**config.mk**
```make
export PLATFORM = sky130hd
export DESIGN_NAME = reg_bus_router_flat
export DESIGN_NICKNAME = d
export VERILOG_FILES = /design/src/rtl/reg_bus_router_if.sv /design/src/rtl/reg_bus_router.sv /design/src/flat_wrapper.sv
export SDC_FILE = /design/constraint.sdc
export NUM_CORES = 1
export LEC_CHECK = 0
export CORE_AREA = 2 2 135 137
export CTS_CLUSTER_DIAMETER = 120
export DETAILED_ROUTE_END_ITERATION = 8
export DIE_AREA = 0 0 137 139
export GPL_TIMING_DRIVEN = 0
export PLACE_DENSITY = 0.71
export SYNTH_ARGS = -nofsm -noshare
export SYNTH_HDL_FRONTEND = slang
export SYNTH_SLANG_ARGS = --single-unit
export TNS_END_PERCENT = 100
```
**constraint.sdc**
```tcl
create_clock -name mclk -period 2 [get_ports mclk]
set_input_delay 0.3 -clock mclk [delete_from_list [all_inputs] [get_ports mclk]]
set_output_delay 0.3 -clock mclk [all_outputs]
set_load 0.02 [all_outputs]
```
**src/rtl/reg_bus_router_if.sv**
```systemverilog
// Upstream register bus: request fields from the master, rdata/ack back.
interface reg_bus_router_if #(
  parameter int AW = 11
);
  logic          reg_cs;
  logic          reg_wr;
  logic [AW-1:0] reg_addr;
  logic [31:0]   reg_wdata;
  logic [3:0]    reg_be;
  logic [31:0]   reg_rdata;
  logic          reg_ack;

  modport master (
    output reg_cs, reg_wr, reg_addr, reg_wdata, reg_be,
    input  reg_rdata, reg_ack
  );

  modport slave (
    input  reg_cs, reg_wr, reg_addr, reg_wdata, reg_be,
    output reg_rdata, reg_ack
  );
endinterface

```
**src/rtl/reg_bus_router.sv**
```systemverilog
// Register-bus router: decodes an address field to one of NUM_TGT targets,
// registers the request toward the targets and returns a registered ack.
// Decode misses and ack watchdog expiries complete with ERR_RDATA and are
// recorded in a sticky error status.
module reg_bus_router #(
  parameter int                                      NUM_TGT   = 6,
  parameter int                                      AW        = 11,
  parameter int                                      SEL_MSB   = 10,
  parameter int                                      SEL_LSB   = 6,
  parameter logic [NUM_TGT*(SEL_MSB-SEL_LSB+1)-1:0] TGT_SEL   = '0,
  parameter logic [NUM_TGT*(SEL_MSB-SEL_LSB+1)-1:0] TGT_MASK  = '1,
  parameter int                                      TIMEOUT   = 255,
  parameter logic [31:0]                             ERR_RDATA = 32'hDEAD_DEAD
) (
  input  logic                  mclk,
  input  logic                  h_reset_n,
  reg_bus_router_if.slave       bus,
  output logic [NUM_TGT-1:0]    tgt_cs,
  output logic                  tgt_wr,
  output logic [AW-1:0]         tgt_addr,
  output logic [31:0]           tgt_wdata,
  output logic [3:0]            tgt_be,
  input  logic [NUM_TGT*32-1:0] tgt_rdata,
  input  logic [NUM_TGT-1:0]    tgt_ack,
  input  logic                  err_status_clr,
  output logic                  err_intr,
  output logic [1:0]            err_type,
  output logic                  err_ovf,
  output logic [AW-1:0]         err_addr
);
  localparam int SEL_W = SEL_MSB - SEL_LSB + 1;
  localparam int IDX_W = (NUM_TGT > 1) ? $clog2(NUM_TGT) : 1;
  // A disabled watchdog still needs a legal 1-bit counter.
  localparam int CNT_W = (TIMEOUT > 0) ? $clog2(TIMEOUT + 1) : 1;

  typedef enum logic [1:0] {IDLE, ACCESS, DONE} state_e;

  state_e           state_q, state_d;
  logic [IDX_W-1:0] idx_q, idx_d;
  logic             wr_q, wr_d;
  logic [AW-1:0]    addr_q, addr_d;
  logic [31:0]      wdata_q, wdata_d;
  logic [3:0]       be_q, be_d;
  logic [31:0]      rdata_q, rdata_d;
  logic             ack_q, ack_d;
  logic [CNT_W-1:0] cnt_q, cnt_d;
  logic             err_intr_q, err_intr_d;
  logic [1:0]       err_type_q, err_type_d;
  logic             err_ovf_q, err_ovf_d;
  logic [AW-1:0]    err_addr_q, err_addr_d;

  logic             hit;
  logic [IDX_W-1:0] hit_idx;
  logic             sel_ack;
  logic [31:0]      sel_rdata;
  logic             err_ev;
  logic [1:0]       err_ev_type;
  logic [AW-1:0]    err_ev_addr;

  assign sel_ack   = tgt_ack[idx_q];
  assign sel_rdata = tgt_rdata[idx_q*32 +: 32];

  // Masked address decode; scanning downward lets the lowest hit win.
  always_comb begin
    hit     = 1'b0;
    hit_idx = '0;
    for (int i = NUM_TGT - 1; i >= 0; i--) begin
      if (((bus.reg_addr[SEL_MSB:SEL_LSB] ^ TGT_SEL[i*SEL_W +: SEL_W]) &
           TGT_MASK[i*SEL_W +: SEL_W]) == '0) begin
        hit     = 1'b1;
        hit_idx = IDX_W'(i);
      end
    end
  end

  // Transaction FSM: request capture, ack/watchdog wait, one-cycle completion.
  always_comb begin
    state_d     = state_q;
    idx_d       = idx_q;
    wr_d        = wr_q;
    addr_d      = addr_q;
    wdata_d     = wdata_q;
    be_d        = be_q;
    rdata_d     = rdata_q;
    ack_d       = 1'b0;
    cnt_d       = cnt_q;
    err_ev      = 1'b0;
    err_ev_type = '0;
    err_ev_addr = '0;
    unique case (state_q)
      IDLE: begin
        if (bus.reg_cs) begin
          if (hit) begin
            idx_d   = hit_idx;
            wr_d    = bus.reg_wr;
            addr_d  = bus.reg_addr;
            wdata_d = bus.reg_wdata;
            be_d    = bus.reg_be;
            cnt_d   = '0;
            state_d = ACCESS;
          end else begin
            rdata_d     = ERR_RDATA;
            ack_d       = 1'b1;
            err_ev      = 1'b1;
            err_ev_type = 2'b01;
            err_ev_addr = bus.reg_addr;
            state_d     = DONE;
          end
        end
      end
      ACCESS: begin
        if (sel_ack) begin
          rdata_d = sel_rdata;
          ack_d   = 1'b1;
          state_d = DONE;
        end else if (TIMEOUT != 0 && cnt_q == CNT_W'(TIMEOUT - 1)) begin
          cnt_d       = CNT_W'(TIMEOUT);
          rdata_d     = ERR_RDATA;
          ack_d       = 1'b1;
          err_ev      = 1'b1;
          err_ev_type = 2'b10;
          err_ev_addr = addr_q;
          state_d     = DONE;
        end else if (TIMEOUT != 0) begin
          cnt_d = cnt_q + 1'b1;
        end
      end
      DONE:    state_d = IDLE;
      default: state_d = IDLE;
    endcase
  end

  // Sticky error record; a clear makes room for an error in the same cycle.
  always_comb begin
    err_intr_d = err_intr_q;
    err_type_d = err_type_q;
    err_ovf_d  = err_ovf_q;
    err_addr_d = err_addr_q;
    if (err_status_clr) begin
      err_intr_d = 1'b0;
      err_type_d = '0;
      err_ovf_d  = 1'b0;
      err_addr_d = '0;
    end
    if (err_ev) begin
      if (!err_intr_d) begin
        err_intr_d = 1'b1;
        err_type_d = err_ev_type;
        err_addr_d = err_ev_addr;
      end else begin
        err_ovf_d = 1'b1;
      end
    end
  end

  // State and datapath registers, all cleared asynchronously.
  always_ff @(posedge mclk or negedge h_reset_n) begin
    if (!h_reset_n) begin
      state_q    <= IDLE;
      idx_q      <= '0;
      wr_q       <= 1'b0;
      addr_q     <= '0;
      wdata_q    <= '0;
      be_q       <= '0;
      rdata_q    <= '0;
      ack_q      <= 1'b0;
      cnt_q      <= '0;
      err_intr_q <= 1'b0;
      err_type_q <= '0;
      err_ovf_q  <= 1'b0;
      err_addr_q <= '0;
    end else begin
      state_q    <= state_d;
      idx_q      <= idx_d;
      wr_q       <= wr_d;
      addr_q     <= addr_d;
      wdata_q    <= wdata_d;
      be_q       <= be_d;
      rdata_q    <= rdata_d;
      ack_q      <= ack_d;
      cnt_q      <= cnt_d;
      err_intr_q <= err_intr_d;
      err_type_q <= err_type_d;
      err_ovf_q  <= err_ovf_d;
      err_addr_q <= err_addr_d;
    end
  end

  // Select follows state directly so reset drops it without waiting a clock.
  assign tgt_cs        = (state_q == ACCESS) ? (NUM_TGT'(1) << idx_q) : '0;
  assign tgt_wr        = wr_q;
  assign tgt_addr      = addr_q;
  assign tgt_wdata     = wdata_q;
  assign tgt_be        = be_q;
  assign bus.reg_rdata = rdata_q;
  assign bus.reg_ack   = ack_q;
  assign err_intr      = err_intr_q;
  assign err_type      = err_type_q;
  assign err_ovf       = err_ovf_q;
  assign err_addr      = err_addr_q;
endmodule

```
**src/flat_wrapper.sv**
```systemverilog
// flat-port wrapper written by rule: the top's interface ports become plain ports
module reg_bus_router_flat 
#(
  parameter int                                      NUM_TGT   = 6,
  parameter int                                      AW        = 11,
  parameter int                                      SEL_MSB   = 10,
  parameter int                                      SEL_LSB   = 6,
  parameter logic [NUM_TGT*(SEL_MSB-SEL_LSB+1)-1:0] TGT_SEL   = '0,
  parameter logic [NUM_TGT*(SEL_MSB-SEL_LSB+1)-1:0] TGT_MASK  = '1,
  parameter int                                      TIMEOUT   = 255,
  parameter logic [31:0]                             ERR_RDATA = 32'hDEAD_DEAD
)
  (mclk, h_reset_n, tgt_cs, tgt_wr, tgt_addr, tgt_wdata, tgt_be, tgt_rdata, tgt_ack, err_status_clr, err_intr, err_type, err_ovf, err_addr, bus_reg_cs, bus_reg_wr, bus_reg_addr, bus_reg_wdata, bus_reg_be, bus_reg_rdata, bus_reg_ack);
  reg_bus_router_if #(.AW(AW)) bus_i ();
  input  logic mclk;
  input  logic h_reset_n;
  output logic [NUM_TGT-1:0] tgt_cs;
  output logic tgt_wr;
  output logic [AW-1:0] tgt_addr;
  output logic [31:0] tgt_wdata;
  output logic [3:0] tgt_be;
  input  logic [NUM_TGT*32-1:0] tgt_rdata;
  input  logic [NUM_TGT-1:0] tgt_ack;
  input  logic err_status_clr;
  output logic err_intr;
  output logic [1:0] err_type;
  output logic err_ovf;
  output logic [AW-1:0] err_addr;
  input wire logic [$bits(bus_i.reg_cs)-1:0] bus_reg_cs;
  input wire logic [$bits(bus_i.reg_wr)-1:0] bus_reg_wr;
  input wire logic [$bits(bus_i.reg_addr)-1:0] bus_reg_addr;
  input wire logic [$bits(bus_i.reg_wdata)-1:0] bus_reg_wdata;
  input wire logic [$bits(bus_i.reg_be)-1:0] bus_reg_be;
  output wire logic [$bits(bus_i.reg_rdata)-1:0] bus_reg_rdata;
  output wire logic [$bits(bus_i.reg_ack)-1:0] bus_reg_ack;
  assign bus_i.reg_cs = bus_reg_cs;
  assign bus_i.reg_wr = bus_reg_wr;
  assign bus_i.reg_addr = bus_reg_addr;
  assign bus_i.reg_wdata = bus_reg_wdata;
  assign bus_i.reg_be = bus_reg_be;
  assign bus_reg_rdata = bus_i.reg_rdata;
  assign bus_reg_ack = bus_i.reg_ack;
  reg_bus_router #(.NUM_TGT(NUM_TGT), .AW(AW), .SEL_MSB(SEL_MSB), .SEL_LSB(SEL_LSB), .TGT_SEL(TGT_SEL), .TGT_MASK(TGT_MASK), .TIMEOUT(TIMEOUT), .ERR_RDATA(ERR_RDATA)) u_core (.mclk(mclk), .h_reset_n(h_reset_n), .bus(bus_i), .tgt_cs(tgt_cs), .tgt_wr(tgt_wr), .tgt_addr(tgt_addr), .tgt_wdata(tgt_wdata), .tgt_be(tgt_be), .tgt_rdata(tgt_rdata), .tgt_ack(tgt_ack), .err_status_clr(err_status_clr), .err_intr(err_intr), .err_type(err_type), .err_ovf(err_ovf), .err_addr(err_addr));
endmodule
```
==> impl_metrics.tcl <==
set metrics [dict create \
    numCtsBuffers 9 \
    rsz0062_at_grt "false" \
    clock_sinks 106 \
    fillers 1776 \
    initial_core_util_pct 24.1 \
    leakagePower_nw 2.96 \
    clk_latency_ns 0.35 \
    antenna_found_initial 0 \
    die_area_um2 19000 \
    dp_hpwl_mm 8.98 \
    maxCapViolCount 0 \
    critical-path-max-stage-delay_ns 0.59 \
    synth.most_common_cell "nand2_1" \
    htree_levels 3 \
    crit_required_ns 2.23 \
    period_needed_ns 1.91 \
    drv_slew 0 \
    drt-initial-drc-count 129 \
    synth_edf_count 0 \
    area_delta_synth_final_pct 59.1 \
    syn_avg_cell_area_um2 10.7 \
    slew_headroom_pct 61.1 \
    num_vias 3654 \
    yosysUniqueCellTypes 45 \
    yosys.area.top_type_share_pct 62.3 \
    grt_pass1_wl_mm 19.2 \
    critPathLaunchType "input pin" \
    ir_worst_vdd_mv 0.474 \
    synthArstFlopShare_pct 100 \
    antenna_cells 0 \
    avgRoutedWirePerCell_um 14.6 \
    grt_max_degree 66 \
    grt.total_usage_pct 12.9 \
    path_class "in2reg" \
    synth_top_cells_by_count "nand2_1, dfrtp_1, o22a_1, a22oi_1, o2bb2ai_1" \
    drive_gt1_share_pct 8.14 \
    cts_buffer_depth 2 \
    holdWs_ns 0.473 \
    drc 0 \
    ys.warnings.count 0 \
    clk_pin_slew_ns 0.07 \
    yosys_register_bits 106 \
    fin_nets 850 \
    post-synth-top-area-cell "dfrtp_1" \
    outcome "finished clean" \
    overflow 0 \
    p_per_area_nw_per_um2 789 \
    finalHoldViolCount 0 \
    route.antenna.remaining_nets 0 \
    fin_ws_ns 0.0912 \
    synth_ff_type "dfrtp_1" \
    io_buffers 181 \
    setup_viol 0 \
    ios 352 \
    clock-skew-final_ns 0.0106 \
    drtPass1Iterations 4 \
    place_congestion 0.856 \
    worst_path_max_delay_cell "or4_4" \
    crit_path_end_kind "register" \
    drt_wl_total_mm 12.1 \
    finalSetupTns_ns 0 \
    hp-class "reg2reg" \
    place_ws_ns -0.588 \
    cts_root_buffer "clkbuf_16" \
    grt_pass1_vias 3630 \
    viasPerCell 4.40 \
    die_height_um 139 \
    cts_tree "done" \
    yosysSeqAreaShare_pct 62.3 \
    period_share_pct 95.4 \
    path_max_fanout 10 \
    syn_area_um2 4260 \
    netlist_top_cells_area "dfrtp_1, nand2_1, o22a_1, o2bb2ai_1, a22o_1" \
    fp.coreArea_um2 17700 \
    path_cells "clkdlybuf4s50_1 > or4_4 > o21ai_4 > o21a_4 > inv_2 > buf_6 > o22a_1" \
    max_freq_ghz 0.524 \
    worstMarginPinSlew_ns 0.583 \
    syn_inst 398 \
    cp_data_arrival_time_ns 2.14 \
    die_w_um 137 \
    fp-row-count 49 \
]
[worst max-delay path: cells and delay by family]
family                 cells  cell delay, ns
buffers and inverters      3            0.70
and+or+nand+nor            1            0.59
AOI/OAI and AO/OA          3            0.54
[cell usage in the layout, fill, tap and decap left out, drive strengths merged, types with 7 or more instances in the layout]
cell type,netlist,layout
nand2,138,138
inv,7,9
clkbuf,7,16
dfrtp,106,106
o21ai,7,7
a22oi,11,11
clkdlybuf4s50,0,179
buf,18,22
a21oi,8,8
o2bb2ai,11,11
a22o,10,10
o22a,23,23
[state kept, by name, summed over array words and instances, names as in the netlist]
name,cells
u_core.tgt_be,4
u_core.cnt_q,8
u_core.bus.reg_rdata,32
u_core.tgt_wdata,32
u_core.err_type,2
u_core.err_addr,11
u_core.err_intr,1
u_core.tgt_addr,11
u_core.err_ovf,1
u_core.bus.reg_ack,1
u_core.state_q,2
u_core.tgt_wr,1
[stage by stage]
| step | util, % | total power [W] | std cells | area (um^2) |
|---|---|---|---|---|
| 2_1_floorplan | - | 0.00291 | 402 | 4270 |
| 3_3_place_gp | 36.1 | 0.00355 | 812 | 6370 |
| 3_5_place_dp | 36.2 | 0.00357 | 813 | 6400 |
| 4_1_cts | 38.1 | 0.00546 | 829 | 6730 |
| 5_1_grt | 38.4 | 0.00564 | 831 | 6780 |
| 6_report | 38.4 | 0.00535 | 831 | 6780 |
[layout make-up]
| class | instances | area [um^2] | share of cell area (%) |
|---|---|---|---|
| multi-input cells | 264 | 1500 | 22.2 |
| repair buffers | 185 | 1860 | 27.5 |
| clock buffers | 9 | 225 | 3.32 |
| flip-flops and latches | 106 | 2650 | 39.2 |
| well taps | 229 | 287 | 4.23 |
| plain buffers | 25 | 148 | 2.18 |
| inverters | 7 | 26.3 | 0.388 |
| clock inverters | 6 | 73.8 | 1.09 |
[logic make-up (layout without fill, tap and decap cells)]
logic type	count (synthesis)	count (layout)	synth area share [%]
fa+ha+maj	2	2	0.588
mux	1	1	0.235
buf+inv	32	232	4.08
compound gates	81	81	15.0
flops	106	106	62.3
simple gates	175	175	17.7
other cells	1	5	0.0881
[power by group]
part / switching, W / total (W) / internal [W]
sequential: 0.000113 / 0.00244 / 0.00232
clock: 0.000827 / 0.00181 / 0.000980
combinational: 0.000544 / 0.00110 / 0.000561
[final timing paths]
check,startpoint,end,slack [ns],depth (start not counted)
max,bus_reg_addr[6],u_core.bus.reg_rdata[31],0.09,7
min,u_core.tgt_be[0],u_core.tgt_be[0],0.47,2
max reg2reg,u_core.state_q[1],u_core.err_addr[1],0.15,5
min reg2reg,u_core.tgt_be[0],u_core.tgt_be[0],0.47,2
max in group asynchronous,h_reset_n,u_core.err_addr[5],0.78,3
min in group asynchronous,h_reset_n,u_core.bus.reg_rdata[20],0.50,2
[routing by layer]
metal  part of all wire (%)  GRT usage (%)
met1                     44           16.3
met4                    1.5           4.56
met2                     45           20.5
met5                      0              0
met3                    9.2           4.35
[repair_timing]
| action | 4_1_cts | 5_1_grt |
|---|---|---|
| endpoints found under the setup margin | 64 | 28 |
| endpoints found under the hold margin | 41 | 0 |
| setup buffers | 0 | 2 |
| resized for setup | 5 | 5 |
| hold buffers | 1 | 0 |
| pin swaps | 0 | 1 |
Power figures use the tool's default switching activity.
